### config.mk
export PLATFORM = sky130hd
export DESIGN_NAME = mem_port_arbiter
export DESIGN_NICKNAME = d
export VERILOG_FILES = /design/src/rtl/mem_port_arbiter.sv
export SDC_FILE = /design/constraint.sdc
export NUM_CORES = 1
export LEC_CHECK = 0
export ABC_AREA = 1
export CORE_AREA = 2 2 114 116
export CTS_CLUSTER_SIZE = 24
export DETAILED_ROUTE_END_ITERATION = 12
export DIE_AREA = 0 0 116 118
export DONT_BUFFER_PORTS = 1
export GPL_TIMING_DRIVEN = 0
export PLACE_DENSITY = 0.3
export SLEW_MARGIN = 10
export SYNTH_ARGS = -nofsm -noshare
export SYNTH_HDL_FRONTEND = slang
export SYNTH_SLANG_ARGS = --single-unit
### constraint.sdc
create_clock -name clk -period 1.9 [get_ports clk]
set_input_delay 0.475 -clock clk [delete_from_list [all_inputs] [get_ports clk]]
set_output_delay 0.475 -clock clk [all_outputs]
set_load 0.005 [all_outputs]
### src/rtl/mem_port_arbiter.sv
// Two-port arbiter in front of a single BRAM port: fetch (port 0) and data (port 1).
// Grants at most one request per cycle and routes each response back to the port that issued it.
module mem_port_arbiter #(
    parameter int MEM_WIDTH    = 15,
    parameter int READ_LATENCY = 1,
    parameter int FIXED_PRIO   = 0
) (
    input  logic                 clk,
    input  logic                 rstn,
    input  logic [1:0]           rq_valid,
    output logic [1:0]           rq_ready,
    input  logic [31:0]          rq_addr0,
    input  logic [31:0]          rq_addr1,
    input  logic [3:0]           rq_we0,
    input  logic [3:0]           rq_we1,
    input  logic [31:0]          rq_wdata0,
    input  logic [31:0]          rq_wdata1,
    output logic [1:0]           rs_valid,
    output logic [31:0]          rs_rdata0,
    output logic [31:0]          rs_rdata1,
    output logic                 ram_clka,
    output logic                 ram_rsta,
    output logic                 ram_ena,
    output logic [3:0]           ram_wea,
    output logic [MEM_WIDTH-1:0] ram_addr,
    output logic [31:0]          ram_dina,
    input  logic [31:0]          ram_douta
);

    logic [1:0]              w_gnt;
    logic                    w_sel;
    logic [3:0]              w_we;
    logic                    w_out_vld;
    logic                    r_last_gnt;
    logic [READ_LATENCY-1:0] r_vld;
    logic [READ_LATENCY-1:0] r_port;
    logic [READ_LATENCY-1:0] r_wr;
    logic                    w_unused_bits;

    // Byte offset and bits above the BRAM range are ignored by design.
    assign w_unused_bits = ^{rq_addr0[31:MEM_WIDTH+2], rq_addr0[1:0],
                             rq_addr1[31:MEM_WIDTH+2], rq_addr1[1:0]};

    always_comb begin
        w_gnt = 2'b00;
        if (rstn) begin
            case (rq_valid)
                2'b01:   w_gnt = 2'b01;
                2'b10:   w_gnt = 2'b10;
                2'b11: begin
                    if (FIXED_PRIO != 0)
                        w_gnt = 2'b10;
                    else
                        w_gnt = r_last_gnt ? 2'b01 : 2'b10;
                end
                default: w_gnt = 2'b00;
            endcase
        end
    end

    assign rq_ready = w_gnt;
    assign w_sel    = w_gnt[1];
    assign w_we     = w_sel ? rq_we1 : rq_we0;

    assign ram_clka = clk;
    assign ram_rsta = ~rstn;
    assign ram_ena  = |w_gnt;
    assign ram_wea  = ram_ena ? w_we : 4'b0000;
    assign ram_addr = w_sel ? rq_addr1[MEM_WIDTH+1:2] : rq_addr0[MEM_WIDTH+1:2];
    assign ram_dina = w_sel ? rq_wdata1 : rq_wdata0;

    // Pointer holds the most recently granted port; reset value lets port 0 win the first tie.
    always_ff @(posedge clk) begin
        if (!rstn)
            r_last_gnt <= 1'b1;
        else if (|w_gnt)
            r_last_gnt <= w_gnt[1];
    end

    // Response tag pipeline, one stage per cycle of BRAM read latency.
    always_ff @(posedge clk) begin
        if (!rstn) begin
            r_vld  <= '0;
            r_port <= '0;
            r_wr   <= '0;
        end else begin
            for (int i = READ_LATENCY - 1; i > 0; i--) begin
                r_vld[i]  <= r_vld[i-1];
                r_port[i] <= r_port[i-1];
                r_wr[i]   <= r_wr[i-1];
            end
            r_vld[0]  <= |w_gnt;
            r_port[0] <= w_gnt[1];
            r_wr[0]   <= |w_we;
        end
    end

    assign w_out_vld   = r_vld[READ_LATENCY-1] && rstn;
    assign rs_valid[0] = w_out_vld && !r_port[READ_LATENCY-1];
    assign rs_valid[1] = w_out_vld &&  r_port[READ_LATENCY-1];
    assign rs_rdata0   = (rs_valid[0] && !r_wr[READ_LATENCY-1]) ? ram_douta : 32'h0;
    assign rs_rdata1   = (rs_valid[1] && !r_wr[READ_LATENCY-1]) ? ram_douta : 32'h0;

endmodule
# ---- Word-level counts from Yosys, hierarchy flattened
# Index checks and enable logic that the tools add are counted.
dict set report totals {
  reg_bits 4
  wordCells 26
}
dict set report op_classes {
  eq_ne 3
  n_mux 9
  bitwise_logic 1
  reduce_logical 9
}
# op count
set ops {}
lappend ops {{32-bit two-way mux} 3}
lappend ops {{15-bit two-way mux} 1}
lappend ops {{4-bit two-way mux} 2}
lappend ops {{2-bit one-hot mux with 3 select lines} 1}
lappend ops {{1-bit logical AND} 5}
lappend ops {{2-bit == test (second input constant)} 2}
lappend ops {{2-bit two-way mux} 2}
lappend ops {{4-bit OR reduction} 1}
lappend ops {{2-bit by 1-bit == test with 1-bit output (second input constant)} 1}
lappend ops {{1-bit logical NOT} 2}
lappend ops {{2-bit OR reduction} 1}
lappend ops {{1-bit NOT} 1}

# ---- Logic depth before layout (Yosys ltp)
dict set report depth {
  ltp_word 5
  ltp_mapped 8
  ltp_nobuf 8
}

==> flow_metrics.py <==
metrics = {
    "hold_path": {
        "hold_path.class": "in -> reg",
    },
    "cells_and_area": {
        "fillers": 1445,
        "areaGrowthSynthToFinish_pct": 41.78,
        "layout_common_cells": "nand2_1, nor2_1, inv_1",
        "final_core_util": 0.1522,
        "leading_cell_type_in_the_layout_fill_and_taps_excluded": "nand2_1",
        "final_nets": 491,
        "fraction_of_final_layout_cells_sized_beyond_drive_strength_1": 0.1767,
        "final_cell_area_um2": 1889,
    },
    "clocking": {
        "tritoncts": "built",
        "clkLatencyLatePin_ns": 0.33,
        "cts.reportedPaths.clkPinSlew_ns": 0.03,
    },
    "sta": {
        "hold_violations": 0,
        "min_period_over_period": 0.9793,
        "fmax_ghz": 0.5374,
        "slew_violations": 0,
        "setup-violations-final": 0,
        "timing.max_slew.rel_slack": 0.8490,
        "grt_setup_unrepaired": "true",
        "finalClockSkew_ns": 0.001957,
        "timing.setup.tns_ns": 0,
        "min_cycle_time_layout_ns": 1.861,
        "timing_worst_slew_pin_value_ns": 0.2263,
    },
    "pwr": {
        "ir_worst_vdd_v": 0.0002004,
        "power_report.internal_total_mw": 0.7658,
        "power.sequential.fraction": 0.088,
        "netSwitchingPower_mw": 0.3184,
        "power.leakage_nw": 1.120,
        "share_comb_of_total_power": 0.283,
        "power.clock.fraction": 0.629,
        "power-per-cell-area_nw_per_um2": 573.9,
        "sw_frac_of_total": 0.2937,
    },
    "place": {
        "port_buffers": 0,
        "dpl.hpwl_um": 5032,
        "place.gp.congestion": 0.7301,
        "standard_cell_area_after_detailed_placement_um2": 1548,
    },
    "grt": {
        "antenna_found_initial": 2,
        "global_route.usage.total": 0.07560,
        "vias_in_the_first_global_route": 1540,
        "grt_pass1_wl_um": 7721,
        "globalRoute.totalOverflow": 0,
        "grt_max_degree": 11,
    },
    "detailed_routing": {
        "wl_per_cell_um": 11.84,
        "vias": 1840,
        "route.final.wire_length_um": 5813,
        "drt_iter0_markers": 45,
        "postRouteAntennaNets": 0,
        "detailedRoute.firstPassIterationCount": 4,
        "post-route-drc-count": 0,
        "via_per_inst": 3.747,
    },
    "synthesis": {
        "post_synth.cell_area_avg_um2": 4.383,
        "synth.yosys.seq_area_share": 0.06009,
        "netlist-cell-type-count": 17,
        "ys_seq_elements": 4,
        "synth_fp_nets": 476,
        "netlist_instances": 304,
        "ys.flop_type": "dfxtp_1",
        "synth_async_sr_flop_share": 0,
        "synth.yosys.warnings": 0,
        "netlist_area_um2": 1333,
        "synth-edff-count": 0,
    },
    "floorplan": {
        "chipHeight_um": 118,
        "die_area_um2": 13690,
        "std_cell_rows": 41,
        "die_x_um": 116,
        "num_io_pins": 294,
        "start_util": 0.1073,
        "floorplan.core_area_um2": 12410,
    },
    "worst_setup_path": {
        "worst_setup_path_end_kind": "primary output",
        "timing.reg2reg.setup_slack_ns": 0.63,
        "critical_path.startpoint_type": "flip-flop",
        "critPathRequiredTime_ns": 1.42,
        "crit_path_max_fanout": 7,
        "worst_ep_arrival_time_ns": 1.39,
        "timing.setup.critical_path_class": "reg -> out",
    },
    "status": {
        "result_of_the_run": "complete, no violations",
    },
    "run": {
        "drv.max_cap_violation_count": 0,
    },
}
-- kinds of logic (layout without fill, tap and decap cells) --
group                  count (synthesis)  after routing  share of synthesized area
DFF                                    4              4                    0.06010
AOI/OAI and AO/OA                      2              2                   0.007512
buffers and inverters                 62             75                     0.2394
and+or+nand+nor                      236            236                     0.6930
other                                  0              2                          0
-- metal layers --
layer,vias up,track usage,wire length [um]
li1,889,-,-
met1,776,0.06273,1913
met2,169,0.1488,3045
met3,6,0.03038,757
met4,0,0.03720,97
met5,-,0,0
-- final timing paths --
| path | end | depth (start not counted) | start |
|---|---|---|---|
| max | ram_wea[0] | 7 | r_last_gnt$_SDFFE_PN1P_ |
| min | r_last_gnt$_SDFFE_PN1P_ | 1 | rstn |
| max reg2reg | r_wr$_SDFF_PN0_ | 8 | r_last_gnt$_SDFFE_PN1P_ |
| min reg2reg | r_last_gnt$_SDFFE_PN1P_ | 2 | r_last_gnt$_SDFFE_PN1P_ |
-- power groups by stage --
stage / logic, mW / clock network (mW) / registers [mW]
finish: 0.307 / 0.682 / 0.0954
global route: 0.350 / 0.712 / 0.0964
CTS: 0.274 / 0.705 / 0.0944
detailed placement: 0.265 / 0.0341 / 0.0947
global placement: 0.265 / 0.0341 / 0.0944
floorplan: 0.211 / 0.0341 / 0.0940
-- final cells by class --
cell class | instances | area (um2) | area share
inverters | 45 | 181.4 | 0.09603
diodes | 2 | 5.005 | 0.002649
multi-input cells | 238 | 1026 | 0.5430
clock buffers | 6 | 150.1 | 0.07947
plain buffers | 17 | 162.7 | 0.08609
flip-flops and latches | 4 | 83.83 | 0.04437
repair buffers | 7 | 65.06 | 0.03444
well taps | 172 | 215.2 | 0.1139
-- critical path: stages (launching register included) --
cell	delay, ns
dfxtp_4	0.37
nand2_8	0.07
nand2_8	0.11
inv_8	0.04
buf_12	0.13
nor2_4	0.12
buf_12	0.14
nor2_4	0.05
-- stage by stage --
| step | power (mW) | setup slack [ns] | cells | hold slack, ns |
|---|---|---|---|---|
| 2_1_floorplan | 0.3394 | 0.3249 | 304 | 0.4837 |
| 5_1_grt | 1.158 | -0.03414 | 489 | 0.2294 |
| 3_5_place_dp | 0.3939 | 0.06842 | 476 | 0.5158 |
| 6_report | 1.084 | 0.03932 | 491 | 0.2219 |
| 4_1_cts | 1.074 | -0.004991 | 482 | 0.2085 |
| 3_3_place_gp | 0.3931 | 0.07452 | 476 | 0.4979 |
-- state kept, by name (all words and copies together) (netlist names) --
signal	flops
r_last_gnt	1
r_vld	1
r_port	1
r_wr	1
-- synthesized netlist by cell type (2+ instances only) --
master	instances	area (um2)
nand3b_1	3	22.52
o21ai_0	2	10.01
buf_4	2	15.01
clkbuf_1	2	7.510
nand2_1	154	578.1
nand2_2	3	18.77
dfxtp_1	4	80.08
inv_1	43	161.4
inv_4	2	12.51
buf_6	6	67.56
buf_8	2	30.03
buf_2	5	25.02
nor2_1	72	270.3
-- what timing repair did --
action	4_1_cts	5_1_grt
endpoints found under the setup margin	46	71
setup buffers	0	7
hold buffers	0	0
gates resized for setup	9	30
pin swaps	2	4
No activity file was read; power rests on OpenSTA's default activity.
